## config.mk

```make
export PLATFORM = sky130hd
export DESIGN_NAME = pipe_adder
export DESIGN_NICKNAME = d
export VERILOG_FILES = /design/src/rtl/pipe_adder_pkg.sv /design/src/rtl/pipe_adder_add_stage.sv /design/src/rtl/pipe_adder.sv
export SDC_FILE = /design/constraint.sdc
export NUM_CORES = 1
export LEC_CHECK = 0
export BUFFER_PORTS_ARGS = -buffer_cell sky130_fd_sc_hd__buf_2
export CAP_MARGIN = 0
export CORE_MARGIN = 1.5
export CORE_UTILIZATION = 50
export CTS_BUF_LIST = sky130_fd_sc_hd__clkbuf_8
export DETAILED_ROUTE_END_ITERATION = 8
export GPL_TIMING_DRIVEN = 0
export HOLD_SLACK_MARGIN = 0.03
export PLACE_DENSITY = 0.74
export SLEW_MARGIN = 20
export SYNTH_ARGS = -nofsm -noshare
export SYNTH_HDL_FRONTEND = slang
export SYNTH_SLANG_ARGS = --single-unit
```

## constraint.sdc

```tcl
create_clock -name clk -period 2.2 [get_ports clk]
set_clock_uncertainty 0.15 [all_clocks]
set_input_delay 0.11 -clock clk [delete_from_list [all_inputs] [get_ports clk]]
set_output_delay 0.11 -clock clk [all_outputs]
set_load 0.05 [all_outputs]
```

## src/rtl/pipe_adder_pkg.sv

```systemverilog
// ---------------------------------------------------------------------------
// pipe_adder_pkg
//   Shared definitions for the pipelined ripple-carry adder:
//     - OVF_UNSIGNED / OVF_SIGNED : values of the SIGNED parameter
//     - chunk_width()            : bits handled by one pipeline stage
//     - params_ok()              : elaboration-time legality check
// ---------------------------------------------------------------------------
package pipe_adder_pkg;

    // Overflow rule selectors for the SIGNED parameter.
    localparam int OVF_UNSIGNED = 0;
    localparam int OVF_SIGNED   = 1;

    // Each stage adds WIDTH/STAGES bits.
    function automatic int chunk_width(input int width, input int stages);
        return (stages > 0) ? (width / stages) : width;
    endfunction

    // The operand must split evenly into stages and be at least two bits
    // wide, so the signed rule always has a bit below the sign bit.
    function automatic bit params_ok(input int width, input int stages,
                                     input int signed_mode);
        return (width >= 2) && (stages >= 1) && ((width % stages) == 0) &&
               ((signed_mode == OVF_UNSIGNED) || (signed_mode == OVF_SIGNED));
    endfunction

endpackage

```

## src/rtl/pipe_adder_add_stage.sv

```systemverilog
// ---------------------------------------------------------------------------
// add_stage
//   One pipeline stage of pipe_adder: a CHUNK-bit ripple adder plus the
//   stage's valid and carry registers and its handshake logic. The summed
//   chunk is returned combinationally; the parent stores it alongside the
//   rest of the in-flight word when 'load' is high.
//
//   Ports:
//     clk, rst_n    clock, asynchronous active-low reset
//     up_valid      upstream has data for this stage
//     up_ready      this stage can take upstream data this cycle
//     a_chunk       operand A chunk for this stage
//     b_chunk       operand B chunk for this stage
//     carry_in      carry into bit 0 of this chunk
//     down_ready    downstream can take this stage's contents
//     valid         stage holds a live operation
//     carry         registered carry out of this chunk
//     msb_carry     registered carry into the chunk MSB (LAST only, else 0)
//     sum_chunk     combinational chunk sum
//     load          transfer into this stage happens on the next edge
// ---------------------------------------------------------------------------
module add_stage
    import pipe_adder_pkg::*;
#(
    parameter int CHUNK = 4,
    parameter bit LAST  = 1'b0
) (
    input  logic             clk,
    input  logic             rst_n,
    input  logic             up_valid,
    output logic             up_ready,
    input  logic [CHUNK-1:0] a_chunk,
    input  logic [CHUNK-1:0] b_chunk,
    input  logic             carry_in,
    input  logic             down_ready,
    output logic             valid,
    output logic             carry,
    output logic             msb_carry,
    output logic [CHUNK-1:0] sum_chunk,
    output logic             load
);

    logic [CHUNK:0] total;

    assign total     = {1'b0, a_chunk} + {1'b0, b_chunk} + {{CHUNK{1'b0}}, carry_in};
    assign sum_chunk = total[CHUNK-1:0];

    // An empty stage always accepts; a full one only if it can move on.
    assign up_ready = !valid || down_ready;
    assign load     = up_ready && up_valid;

    // Valid follows upstream whenever the stage is ready, so bubbles pass
    // through; the carry only changes on a real transfer.
    always_ff @(posedge clk or negedge rst_n) begin
        if (!rst_n) begin
            valid <= 1'b0;
            carry <= 1'b0;
        end else begin
            if (up_ready) begin
                valid <= up_valid;
            end
            if (load) begin
                carry <= total[CHUNK];
            end
        end
    end

    // The carry into the word's MSB is recovered as a ^ b ^ sum at that
    // bit, which works for any chunk width including a single bit.
    if (LAST) begin : g_msb_tap
        always_ff @(posedge clk or negedge rst_n) begin
            if (!rst_n) begin
                msb_carry <= 1'b0;
            end else if (load) begin
                msb_carry <= a_chunk[CHUNK-1] ^ b_chunk[CHUNK-1] ^ total[CHUNK-1];
            end
        end
    end else begin : g_no_tap
        assign msb_carry = 1'b0;
    end

endmodule

```

## src/rtl/pipe_adder.sv

```systemverilog
// ---------------------------------------------------------------------------
// pipe_adder
//   Pipelined ripple-carry adder. The operands are split into STAGES chunks
//   that are added LSB first, one chunk per stage, with the carry handed
//   between stage registers. Valid/ready handshake at both ends.
//
//   Ports:
//     clk, rst_n           clock, asynchronous active-low reset
//     in_valid / in_ready  operand handshake
//     a, b, cin            operands and carry-in
//     out_valid / out_ready result handshake
//     sum                  a + b + cin modulo 2^WIDTH
//     cout                 carry out of bit WIDTH-1
//     ovf                  overflow (cout when SIGNED=0, two's complement
//                          overflow when SIGNED=1)
// ---------------------------------------------------------------------------
module pipe_adder
    import pipe_adder_pkg::*;
#(
    parameter int WIDTH  = 16,
    parameter int STAGES = 4,
    parameter int SIGNED = OVF_UNSIGNED
) (
    input  logic             clk,
    input  logic             rst_n,
    input  logic             in_valid,
    output logic             in_ready,
    input  logic [WIDTH-1:0] a,
    input  logic [WIDTH-1:0] b,
    input  logic             cin,
    output logic             out_valid,
    input  logic             out_ready,
    output logic [WIDTH-1:0] sum,
    output logic             cout,
    output logic             ovf
);

    localparam int CHUNK = chunk_width(WIDTH, STAGES);

    if (!params_ok(WIDTH, STAGES, SIGNED)) begin : g_param_check
        $error("pipe_adder: WIDTH must be >= 2 and divisible by STAGES, SIGNED must be 0 or 1");
    end

    logic [STAGES-1:0] stage_valid;
    logic [STAGES-1:0] stage_carry;
    logic [STAGES-1:0] stage_load;
    logic [STAGES-1:0] down_ready;
    logic              stage_up_ready [STAGES];
    logic              msb_tap        [STAGES];
    logic [CHUNK-1:0]  stage_sum      [STAGES];

    // word_q[k]: sum chunks 0..k below, operand A chunks k+1.. above.
    // bop_q[k]:  operand B, of which chunks k+1.. are still needed.
    logic [WIDTH-1:0]  word_q [STAGES];
    logic [WIDTH-1:0]  bop_q  [STAGES];

    for (genvar k = 0; k < STAGES; k++) begin : g_stage
        logic             up_valid;
        logic             up_carry;
        logic [WIDTH-1:0] up_word;
        logic [WIDTH-1:0] up_b;
        logic [WIDTH-1:0] merged;

        if (k == 0) begin : g_head
            assign up_valid = in_valid;
            assign up_carry = cin;
            assign up_word  = a;
            assign up_b     = b;
        end else begin : g_body
            assign up_valid = stage_valid[k-1];
            assign up_carry = stage_carry[k-1];
            assign up_word  = word_q[k-1];
            assign up_b     = bop_q[k-1];
        end

        // The ready chain is unrolled: stage k's downstream is ready if the
        // consumer is ready or any later stage is empty. Using the registered
        // valid bits directly keeps the chain free of combinational feedback.
        if (k == STAGES - 1) begin : g_tail
            assign down_ready[k] = out_ready;
        end else begin : g_inner
            assign down_ready[k] = out_ready || !(&stage_valid[STAGES-1:k+1]);
        end

        add_stage #(
            .CHUNK (CHUNK),
            .LAST  (k == STAGES - 1)
        ) u_add_stage (
            .clk        (clk),
            .rst_n      (rst_n),
            .up_valid   (up_valid),
            .up_ready   (stage_up_ready[k]),
            .a_chunk    (up_word[k*CHUNK +: CHUNK]),
            .b_chunk    (up_b[k*CHUNK +: CHUNK]),
            .carry_in   (up_carry),
            .down_ready (down_ready[k]),
            .valid      (stage_valid[k]),
            .carry      (stage_carry[k]),
            .msb_carry  (msb_tap[k]),
            .sum_chunk  (stage_sum[k]),
            .load       (stage_load[k])
        );

        // Replace this stage's operand chunk with its freshly added sum.
        always_comb begin
            merged                      = up_word;
            merged[k*CHUNK +: CHUNK]    = stage_sum[k];
        end

        // Skew and sum-alignment registers move only on a real transfer so
        // bubbles leave the data path untouched.
        always_ff @(posedge clk or negedge rst_n) begin
            if (!rst_n) begin
                word_q[k] <= '0;
                bop_q[k]  <= '0;
            end else if (stage_load[k]) begin
                word_q[k] <= merged;
                bop_q[k]  <= up_b;
            end
        end
    end

    assign in_ready  = stage_up_ready[0];
    assign out_valid = stage_valid[STAGES-1];
    assign sum       = word_q[STAGES-1];
    assign cout      = stage_carry[STAGES-1];
    assign ovf       = (SIGNED == OVF_SIGNED) ? (msb_tap[STAGES-1] ^ stage_carry[STAGES-1])
                                              : stage_carry[STAGES-1];

endmodule

```

======== Word-level counts from Yosys, hierarchy flattened ========
Index checks and enable logic that the tools add are counted.
operators by class
  $add $sub $neg .......................... 8
  reductions and logical operators ........ 18
operators by type and width
  operator                                count
  4-bit by 4-bit adder with 5-bit output  4
  5-bit by 1-bit adder with 5-bit output  4
  1-bit logical NOT                       6
  1-bit logical OR                        6
  1-bit logical AND                       4
  3-bit AND reduction                     1
  2-bit AND reduction                     1
storage, ports and cells
  register bits after elaboration ......... 120
  bits of input ports ..................... 37
  output and inout bits ................... 20
  logic and storage cells ................. 41

======== Depth between registers and ports, before layout ========
Gate-level depths: netlist of run 1.
  word-level depth ........................ 5
  mapped depth ............................ 8
  mapped depth without buffers ............ 8

======== Cells and area by module ========
Synthesis of run 1 repeated with hierarchy kept, for this count alone.
second synthesis, totals
  cells, all modules ...................... 307
  area total of the unflattened synthesis .. 4,647.0 sq um
modules (own cells, without submodules)
  module                                  times used  cells an instance  area an instance (sq um)  seq. area each (sq um)
  pipe_adder                              1           190                3,528.4                   2,202.1
  add_stage (g_stage[0].u_add_stage ...)  3           29                 274.0                     50.0
  add_stage (g_stage[3].u_add_stage)      1           30                 296.5                     75.1

======== Least setup slack after synthesis of run 1 ========
Ideal clock, no wire load.
  path type ............................... register to register
  start ................................... register g_stage[3].u_add_stage.valid
  end ..................................... register bop_q, in the netlist g_stage[1].up_b[10]
  setup time .............................. 0.125 ns
  data arrival time ....................... 1.606 ns
  data required time ...................... 1.925 ns
  setup slack ............................. 0.320 ns
  stages on the path, launching flop included .. 5
  buffers on the path ..................... 1
  period minus slack after synthesis ...... 1.880 ns
  path through ............................ dfrtp_1 > nand4b_4 > o21ai_4 > buf_6 > mux2_2
on the way
  longest elaborated chain between the ends .. 5
RTL lines
  element                        RTL line                    text
  start, declared                pipe_adder_add_stage.sv:36  output logic valid,
  start signal, assigned         pipe_adder_add_stage.sv:60  valid <= up_valid;
  3-bit AND reduction            pipe_adder.sv:82            assign down_ready[k] = out_ready || !(&stage_valid[STAGES-1:k+1]);
  1-bit logical NOT              pipe_adder.sv:82
  1-bit logical OR               pipe_adder.sv:82
  1-bit logical OR               pipe_adder_add_stage.sv:49  assign up_ready = !valid || down_ready;
  1-bit logical AND              pipe_adder_add_stage.sv:50  assign load = up_ready && up_valid;
  end signal, assigned by index  pipe_adder.sv:118           bop_q[k] <= up_b;
  end, declared                  pipe_adder.sv:55            logic [WIDTH-1:0] bop_q [STAGES];
Every way passes these cells.
A chain may end at the register's enable or synchronous reset.

======== Worst setup path after layout of run 1 ========
  start ................................... input cin
  end ..................................... register word_q, in the netlist g_stage[1].up_word[0]
on the way
  longest elaborated chain between the ends .. 1
RTL lines
  element                                 RTL line                    text
  start, declared                         pipe_adder.sv:30            input logic cin,
  5-bit by 1-bit adder with 5-bit output  pipe_adder_add_stage.sv:45  assign total = {1'b0, a_chunk} + {1'b0, b_chunk} + {{CHUNK{1'b0}}, carry_in};
  named net g_stage[0].merged[0]          pipe_adder.sv:62            logic [WIDTH-1:0] merged;
  end signal, assigned by index           pipe_adder.sv:117           word_q[k] <= merged;
  end, declared                           pipe_adder.sv:54            logic [WIDTH-1:0] word_q [STAGES];
The timed path passes the listed nets, and every way through them passes these cells.

==> results of run 1 <==
==> path summary, 6_finish.rpt <==
kind / from / endpoint / slack (ps) / depth (start not counted)
setup / recovery: cin / g_stage[1].up_word[0] / 240 / 5
hold / removal: b[1] / g_stage[1].up_word[1] / 60 / 4
setup reg to reg: g_stage[1].u_add_stage.carry / g_stage[2].u_add_stage.carry / 350 / 7
hold reg to reg: sum[13] / sum[13] / 330 / 2
max in group asynchronous: rst_n / g_stage[3].up_word[12] / 1200 / 3
min in group asynchronous: rst_n / sum[8] / 110 / 2
==> routing by layer <==
| layer | vias to the layer above | track usage |
|---|---|---|
| met5 | - | 0 |
| met2 | 41 | 0.302 |
| met1 | 1180 | 0.241 |
| met4 | 0 | 0.0746 |
| met3 | 2 | 0.0243 |
| li1 | 1182 | - |
==> cell type report <==
class	count	area share
sequential	96	0.467
multi-input combinational	166	0.308
timing repair buffer	88	0.121
clock buffer	10	0.0268
tap	105	0.0256
clock inverter	5	0.0204
buffer	11	0.0183
inverter	17	0.0124
==> cell usage in the layout, fill, tap and decap left out, types with 2 or more instances in the layout <==
| cell type | Yosys | routed |
|---|---|---|
| nor2b_1 | 2 | 2 |
| inv_1 | 17 | 17 |
| mux2_1 | 2 | 2 |
| o21ai_0 | 15 | 15 |
| nand2_1 | 20 | 20 |
| a21o_1 | 5 | 5 |
| buf_2 | 3 | 58 |
| clkinvlp_4 | 0 | 2 |
| clkbuf_8 | 0 | 10 |
| nand2b_1 | 4 | 4 |
| buf_4 | 3 | 3 |
| xor2_1 | 6 | 6 |
| buf_6 | 5 | 6 |
| fa_1 | 8 | 8 |
| bufinv_16 | 0 | 3 |
| dfrtp_1 | 96 | 96 |
| ha_1 | 12 | 12 |
| dlygate4sd3_1 | 0 | 31 |
| mux2_2 | 74 | 74 |
| a21oi_1 | 7 | 7 |
==> logic make-up after synthesis <==
kind of cell    Yosys count  share of synthesized area
compound gates           31                     0.0450
simple gates             32                     0.0408
flops                    96                      0.580
xor+xnor                  7                     0.0148
mux                      76                      0.207
fa+ha+maj                20                     0.0749
buf+inv                  28                     0.0381
==> worst max-delay path: cells and delay by family <==
family | cells | cell delay, ps
mux | 1 | 260
fa+ha+maj | 1 | 440
buf+inv | 3 | 1230
==> stage by stage <==
stage	setup slack (ps)	instance area [µm²]	total power, mW	std cells
6_report	243	5140	6.22	498
5_1_grt	239	5140	6.64	498
4_1_cts	309	5140	6.28	498
3_5_place_dp	335	4590	4.89	452
3_3_place_gp	-17.1	4550	4.77	451
2_1_floorplan	320	4140	4.32	290
==> power by group through the flow <==
stage / sequential, mW / combinational, mW / clock [mW]
finish: 2.69 / 2.18 / 1.35
global route: 2.76 / 2.42 / 1.46
CTS: 2.69 / 2.20 / 1.39
detailed placement: 2.73 / 2.15 / 0
global placement: 2.70 / 2.08 / 0
floorplan: 3.17 / 1.15 / 0
==> cell usage after synthesis, types with 2 or more instances <==
master    instances  share of area
buf_6             5          0.014
nand2b_1          4         0.0060
ha_1             12          0.036
a21oi_1           7         0.0085
nand2_1          20          0.018
mux2_2           74           0.20
xor2_1            6          0.013
buf_4             3         0.0054
o21ai_0          15          0.018
buf_2             3         0.0036
mux2_1            2         0.0054
inv_1            17          0.015
nor2b_1           2         0.0030
a21o_1            5         0.0091
dfrtp_1          96           0.58
fa_1              8          0.039
==> registers in the layout, summed over array words and instances (netlist names) <==
signal,count
g_stage.u_add_stage.carry,4
g_stage.up_word,48
g_stage.up_b,24
g_stage.u_add_stage.valid,4
sum,16
==> what timing repair did <==
| item | in CTS | in global routing |
|---|---|---|
| resized for setup | 0 | 0 |
| hold buffers | 31 | 0 |
| hold endpoints to repair | 126 | 0 |
==> summary.md, run 1 <==
| Metric | Value |
|---|---|
| Status | finished clean |
| Seq pwr share | 0.432 |
| Gpl congestion | 0.714 |
| Routed wire length per instance | 14.3 µm |
| Final core area utilization | 0.632 |
| DR vias | 2405 |
| Post-route minimum period | 1960 ps |
| Nets | about 450 |
| GRT overflow | 0 |
| Worst min-delay path category | input port to register |
| Top-Level Pins | 57 |
| Req. time, crit path | 2280 ps |
| DP HPWL | 5040 µm |
| First-pass GRT wire length | 12000 µm |
| Synth-to-layout area growth | 24.1% |
| Worst Setup Start Kind | input port |
| Cell variety after synth | 27 |
| Primary FF master, synth | dfrtp_1 |
| Share of layout cells above drive strength 1 | 0.410 |
| CTS max path bufs | 2 |
| CTS tree | done |
| Critical setup path kind | input port to register |
| Power Density | around 1200 nW/µm² |
| Initial DRT Pass Iterations | 4 |
| Psw | 2.16 mW |
| CP arrival | 2030 ps |
| Inserted Clock Buffers | 9 |
| Worst-Margin Slew | about 450 ps |
| Metal2 WL | 3630 µm |
| Syn avg cell area | 14.3 µm² |
| Met1 WL | 3320 µm |
| Final hold vios | 0 |
| Worst-path clk slew | 80 ps |
| Clk pwr share | 0.217 |
| Net Sw Frac | 0.347 |
| Initial antenna violation count | 0 |
| CP peak stage delay | 570 ps |
| Post-Syn Nets | 347 |
| Logic gate share of total power | 0.350 |
| P_int | 4.06 mW |
| Mapped cell area | 4140 µm² |
| Setup crit end kind | register |
| Core footprint | 8130 µm² |
| Clk Latency, worst-skew pair | 340 ps |
| Num rows | 33 |
| Final setup viols | 0 |
| Initial Util | 0.509 |
| Clock sinks | 96 |
| Post-route ant nets | 0 |
| DRC | 0 |
| PortBufs | 56 |
| Die ar. | 8840 µm² |
| Chip Height | 94.0 µm |
| Register bit count reported by yosys | 96 |
| Total track usage | 0.182 |
| Die X-Extent | 94.0 µm |
| Vias in the first global route | about 2500 |
| Leak | approximately 2.4 nW |
| Diodes inserted | 0 |
| Worst vdd rail ir drop | about 400 µV |
| Slew HR | 0.701 |
| Met3 WL post-DR | 159 µm |
| Critical path's slowest cell | dlygate4sd3_1 |
| Fill count | 629 |
| Max cap viols | 0 |
| Reg area | 2400 µm² |
| Share of flip-flops with an asynchronous set or reset | 1.00 |
| H-Tree Level Count | 3 |
| Wirelength, routed | 7110 µm |
| Setup Fix Bufs, Post-CTS | 0 |
| Max layer used | met4 |
| Fin crit share | 0.890 |
| Max Fclk | 511 MHz |
| Post-Syn Instances | 290 |
| Drt first-iter violations | 76 |
| Sequential share of the synthesized area | 0.580 |
| Area of the multi-input gates | 1580 µm² |
| Largest net degree at the start of global routing | 50 |
| Yosys warns | 0 |
| RSZ-0062 raised after global routing | no |
| Root Buffer | clkbuf_8 |
| Vias/cell | 4.83 |
| Crit-path most repeated cell | dlygate4sd3_1 |
| Critical-path cell list | dlygate4sd3_1, buf_2, fa_1, dlygate4sd3_1, mux2_2 |
| Max Slew Vio Count | 0 |
| Hold_ws | roughly 60 ps |
| CP Max Fanout | 1 |
| EDFF count, synth | 0 |
| Sum Neg Setup Slack | 0 ps |
No activity file was read; power rests on OpenSTA's default activity.
==> inputs of run 2 (changes only) <==
--- a/config.mk
+++ b/config.mk
@@ -8,12 +8,12 @@
 export BUFFER_PORTS_ARGS = -buffer_cell sky130_fd_sc_hd__buf_2
 export CAP_MARGIN = 0
 export CORE_MARGIN = 1.5
-export CORE_UTILIZATION = 50
+export CORE_UTILIZATION = 57
 export CTS_BUF_LIST = sky130_fd_sc_hd__clkbuf_8
 export DETAILED_ROUTE_END_ITERATION = 8
 export GPL_TIMING_DRIVEN = 0
 export HOLD_SLACK_MARGIN = 0.03
-export PLACE_DENSITY = 0.74
+export PLACE_DENSITY = 0.82
 export SLEW_MARGIN = 20
 export SYNTH_ARGS = -nofsm -noshare
 export SYNTH_HDL_FRONTEND = slang
==> summary.md, run 2 (synthesis gave the netlist of run 1 again) <==
| Metric | Value |
|---|---|
| Status | finished clean |
| Largest net degree at the start of global routing | 62 |
| Critical setup path kind | register to register |
| Power Density | ~1200 nW/µm² |
| Critical path buffers and inverters | 2 |
| Reg area | 2400 µm² |
| Area of the multi-input gates | about 1600 µm² |
| Die X-Extent | 88.3 µm |
| Final core area utilization | 0.737 |
| Setup crit end kind | register |
| Critical path's slowest cell | fa_1 |
| Max cap viols | 0 |
| Slew HR | 0.771 |
| CP Max Fanout | 2 |
| Most frequent cells in the layout | dfrtp_1, mux2_2, buf_2 |
| Worst min-delay path category | input port to register |
| Top-Level Pins | 57 |
| Worst-Margin Slew | 344 ps |
| Total track usage | 0.219 |
| Leak | 2.41 nW |
| Initial antenna violation count | 0 |
| Vias in the first global route | 2563 |
| Final setup viols | 0 |
| Req. time, crit path | 2290 ps |
| FF-to-FF setup slack | 310 ps |
| Hold Crit Start | b[1] |
| Share of layout cells above drive strength 1 | 0.405 |
| Fill count | 472 |
| Drt first-iter violations | 109 |
| Root Buffer | clkbuf_8 |
| Worst-path clk slew | 90 ps |
| Worst Setup Start Kind | register |
| Sum Neg Setup Slack | 0 ps |
| First-pass GRT wire length | 12400 µm |
| Gpl congestion | 0.770 |
| CTS max path bufs | 2 |
| Clock sinks | 96 |
| Hold Crit Endpoint | g_stage[1].up_word[1] |
| Core footprint | 6910 µm² |
| H-Tree Level Count | 3 |
| Initial Util | 0.600 |
| Critical-path cell list | fa_1, inv_1, fa_1, inv_1, a21o_1, a21oi_1, o21ai_0 |
| Max reg flops | 48 |
| RSZ-0062 raised after global routing | no |
| CTS tree | done |
| Final hold vios | 0 |
| FF-to-FF End | g_stage[2].u_add_stage.carry |
| Setup ws final | slightly above 300 ps |
| Die ar. | 7790 µm² |
| CP arrival | 1980 ps |
| Inserted Clock Buffers | 9 |
| Hold Path Depth | 4 |
| Nets | 446 |
| Chip Height | 88.3 µm |
| Worst reg2reg path depth | 7 |
| DP HPWL | around 4900 µm |
| Fin crit share | 0.859 |
| Wirelength, routed | 7410 µm |
| Synth-to-layout area growth | 22.8% |
| DR vias | about 2500 |
| Worst slack, placed | 347 ps |
| Reg-to-Reg Start | g_stage[1].u_add_stage.carry |
| Post-route minimum period | ~1900 ps |
| Max Slew Vio Count | 0 |
| Routed wire length per instance | between 15 and 20 µm |
| Diodes inserted | 0 |
| Clk Latency, worst-skew pair | 360 ps |
| DRC | 0 |
| Top Family by Delay on Critical Path | adder cells |
| GRT overflow | 0 |
| Worst vdd rail ir drop | 453 µV |
| Vias/cell | 5.03 |
| CP peak stage delay | 460 ps |
| Initial DRT Pass Iterations | 4 |
| Post-route ant nets | 0 |
| Num rows | 30 |
| PortBufs | 56 |
| Max Fclk | 529 MHz |
| Most common cell after layout, fill and taps aside | dfrtp_1 |
-- run 2: cell count changes in the layout (fill, tap and decap cells not counted), sizes merged --
cell	change
bufinv	-1
clkbuf	-1
clkinv	+2
clkinvlp	-2
inv	+2
-- run 2: cell type report --
type,count,share of cell area
Buffer,11,0.0184
Multi-Input combinational cell,166,0.311
Tap cell,96,0.0236
Clock inverter,6,0.0152
Inverter,17,0.0125
Clock buffer,9,0.0243
Sequential cell,96,0.472
Timing Repair Buffer,88,0.123
-- run 2: worst register-to-register path, cell delays in order (launching register included) --
cell and delay, ps:
dfrtp_1 410, fa_1 460, inv_1 100, fa_1 210, inv_1 50, a21o_1 150
a21oi_1 150, o21ai_0 90
-- run 2: worst max path at each step --
stage	cells past startpoint	from	end	slack, ps
5_1_grt	7	g_stage[2].u_add_stage.carry	g_stage[3].u_add_stage.carry	220
6_report	7	g_stage[1].u_add_stage.carry	g_stage[2].u_add_stage.carry	310
3_5_place_dp	5	g_stage[0].u_add_stage.carry	g_stage[2].up_word[5]	350
3_3_place_gp	1	rst_n	sum[6]	20
4_1_cts	7	g_stage[1].u_add_stage.carry	g_stage[2].u_add_stage.carry	310
2_1_floorplan	4	g_stage[3].u_add_stage.valid	g_stage[1].up_b[10]	320
-- run 2: metal layers --
layer,up-vias,track usage,part of all wire
met2,48,0.376,0.53
li1,1190,-,-
met1,1207,0.269,0.42
met4,0,0.105,0.024
met3,16,0.0401,0.024
met5,-,0,0
-- run 2: timing repair --
item / CTS / global route
buffers inserted: 0 / 0
gates resized for setup: 0 / 0
hold endpoints to repair: 126 / 0
hold buffers: 31 / 0
-- run 2: report_power, final --
part	total [mW]	leakage, nW	internal, mW	switching (mW)
clock	1.19	0.111	0.622	0.570
combinational	2.21	1.16	0.935	1.28
sequential	2.69	1.13	2.35	0.339
total	6.09	2.41	3.91	2.18
-- run 2: per-stage QoR --
step / instance area, µm² / power (mW) / instances / hold slack [ps]
floorplan: 4140 / 4.32 / 290 / -336
global placement: 4540 / 4.76 / 442 / 177
detailed placement: 4580 / 4.88 / 443 / -127
CTS: 5090 / 6.14 / 489 / 43.2
global route: 5090 / 6.48 / 489 / 84.7
finish: 5090 / 6.09 / 489 / 46.2
==> inputs of run 3 (changes only) <==
--- a/config.mk
+++ b/config.mk
@@ -5,6 +5,7 @@
 export SDC_FILE = /design/constraint.sdc
 export NUM_CORES = 1
 export LEC_CHECK = 0
+export ABC_AREA = 1
 export BUFFER_PORTS_ARGS = -buffer_cell sky130_fd_sc_hd__buf_2
 export CAP_MARGIN = 0
 export CORE_MARGIN = 1.5
==> summary.md, run 3 <==
| Metric | Value |
|---|---|
| Status | finished clean |
| Max Fclk | approximately 540 MHz |
| Reg area | between 2000 and 2500 µm² |
| Final core area utilization | 0.718 |
| Primary FF master, synth | dfrtp_1 |
| Core footprint | 7250 µm² |
| Max cap viols | 0 |
| CTS tree | done |
| Setup ws final | around 340 ps |
| Final hold vios | 0 |
| Max reg flops | 48 |
| Sum Neg Setup Slack | 0 ps |
| Top Family by Delay on Critical Path | buffers and inverters |
| Reg-to-Reg Start | g_stage[0].u_add_stage.carry |
| Setup Fix Bufs, Post-CTS | 0 |
| Critical path buffers and inverters | 3 |
| Clock sinks | between 90 and 100 |
| Vias in the first global route | 3187 |
| Initial Util | 0.587 |
| Nets | 619 |
| Sequential share of the synthesized area | 0.564 |
| GRT overflow | 0 |
| Diodes inserted | 0 |
| Post-Syn Instances | 464 |
| Worst reg2reg path depth | 8 |
| Critical-path cell list | dlygate4sd3_1, buf_2, fa_1, dlygate4sd3_1, nand2_1, nand2_1 |
| Post-route minimum period | roughly 1900 ps |
| Max Slew Vio Count | 0 |
| Worst Setup Start Kind | input port |
| Worst-path clk slew | 90 ps |
| Syn avg cell area | 9.17 µm² |
| Cell variety after synth | 25 |
| Routed wire length per instance | 12.6 µm |
| Pwr Total | 5.67 mW |
| Req. time, crit path | 2290 ps |
| Final setup viols | 0 |
| Register bit count reported by yosys | 96 |
| CP Max Fanout | 1 |
| CP Depth | 6 |
| Post-route ant nets | 0 |
| Synth-to-layout area growth | 22.4% |
| PortBufs | 56 |
| Wirelength, routed | 8360 µm |
| Vias/cell | around 5 |
| Top-count cell post-synth | nand2_1 |
| Most frequent cells in the layout | nand2_1, dfrtp_1, buf_2 |
| Worst-Margin Slew | 321 ps |
| Power Density | 1090 nW/µm² |
| Most common cell after layout, fill and taps aside | nand2_1 |
| Yosys warns | 0 |
| Yosys top cell by area | dfrtp_1 |
| Post-CTS Resized | 0 |
| Share of layout cells above drive strength 1 | 0.175 |
| Synth area leaders | dfrtp_1, nand2_1, fa_1 |
| Initial DRT Pass Iterations | 5 |
| Share of the synthesized area in the top cell type | 0.564 |
| Critical setup path kind | input port to register |
| Worst min-delay path category | input port to asynchronous set/reset pin |
| Fin crit share | 0.846 |
| Hold_ws | between 30 and 40 ps |
| Worst vdd rail ir drop | 470 µV |
| Die X-Extent | slightly below 90 µm |
| FF-to-FF End | g_stage[1].u_add_stage.carry |
| First-pass GRT wire length | 14500 µm |
| Fill count | 556 |
| Die ar. | approximately 8000 µm² |
| FF-to-FF setup slack | 410 ps |
| Setup crit end kind | register |
| CP peak stage delay | ~570 ps |
| Critical path's slowest cell | dlygate4sd3_1 |
| Chip Height | 89.4 µm |
| Mapped cell area | 4260 µm² |
| Worst slack, placed | between 300 and 400 ps |
| Cts hold-fix bufs | 28 |
| Top-Level Pins | 57 |
| Post-Syn Nets | roughly 520 |
| Area of the multi-input gates | 1590 µm² |
| DP HPWL | 5660 µm |
| Num rows | 31 |
| Initial antenna violation count | 0 |
| Largest net degree at the start of global routing | 67 |
| DRC | 0 |
| Total track usage | 0.240 |
| Most frequent cells after synthesis | nand2_1, dfrtp_1, inv_1 |
| CTS max path bufs | 2 |
| Gpl congestion | 0.829 |
| H-Tree Level Count | 3 |
| DR vias | 3272 |
| RSZ-0062 raised after global routing | no |
| Clk Latency, worst-skew pair | 350 ps |
| Leak | approximately 2.8 nW |
| Drt first-iter violations | around 240 |
| CP arrival | 1950 ps |
| Inserted Clock Buffers | 9 |
| Share of flip-flops with an asynchronous set or reset | 1.00 |
| EDFF count, synth | 0 |
| Root Buffer | clkbuf_8 |
| Slew HR | 0.786 |
-- run 3: per-stage QoR --
stage | instances | instance area [µm²]
after floorplan | 464 | 4260
after global routing | 665 | 5210
final | 665 | 5210
after global placement | 619 | 4660
after detailed placement | 620 | 4690
after CTS | 663 | 5190
-- run 3: worst max path at each step --
stage	startpoint	end	slack [ps]
6_report	a[0]	g_stage[1].up_word[0]	340
5_1_grt	g_stage[0].u_add_stage.carry	g_stage[1].u_add_stage.carry	220
4_1_cts	g_stage[0].u_add_stage.carry	g_stage[1].u_add_stage.carry	380
3_5_place_dp	g_stage[0].u_add_stage.carry	g_stage[1].u_add_stage.carry	400
3_3_place_gp	rst_n	g_stage[0].u_add_stage.valid	30
2_1_floorplan	g_stage[3].u_add_stage.valid	g_stage[1].up_word[2]	420
-- run 3: metal layers --
metal	vias to the layer above	global-route usage	part of all wire
met2	85	0.394	0.51
met3	10	0.0425	0.038
li1	1633	-	-
met4	0	0.0783	0.013
met5	-	0	0
met1	1544	0.327	0.44
-- run 3: final cells by class --
| type | instances | area share |
|---|---|---|
| plain buffers | 17 | 0.0283 |
| clock inverters | 6 | 0.0178 |
| repair buffers | 87 | 0.118 |
| inverters | 32 | 0.0230 |
| flip-flops and latches | 96 | 0.461 |
| multi-input cells | 319 | 0.304 |
| clock buffers | 9 | 0.0238 |
| well taps | 99 | 0.0238 |
-- run 3: cells by family (layout without fill, tap and decap cells) --
logic type,count (synthesis),in the layout,synth area share
flip-flops,96,96,0.564
adder cells (fa/ha/maj),20,20,0.0729
AO/OA/AOI/OAI,45,45,0.0529
buffers and inverters,49,151,0.0629
AND/OR/NAND/NOR,250,250,0.239
XOR/XNOR,4,4,0.00823
-- run 3: worst reg2reg max path: stages (launching register included) --
cell     delay [ps]
dfrtp_1         380
inv_1            80
fa_1            170
inv_1            60
fa_1            400
a21oi_1         190
nor2_1           60
o21ai_0         140
nand2_1          60
-- run 3: power breakdown --
group	internal, mW	total [mW]	leakage (nW)	switching [mW]
clock	0.642	1.25	0.102	0.604
combinational	0.611	1.91	1.49	1.30
sequential	2.25	2.51	1.19	0.268
total	3.50	5.67	2.79	2.17
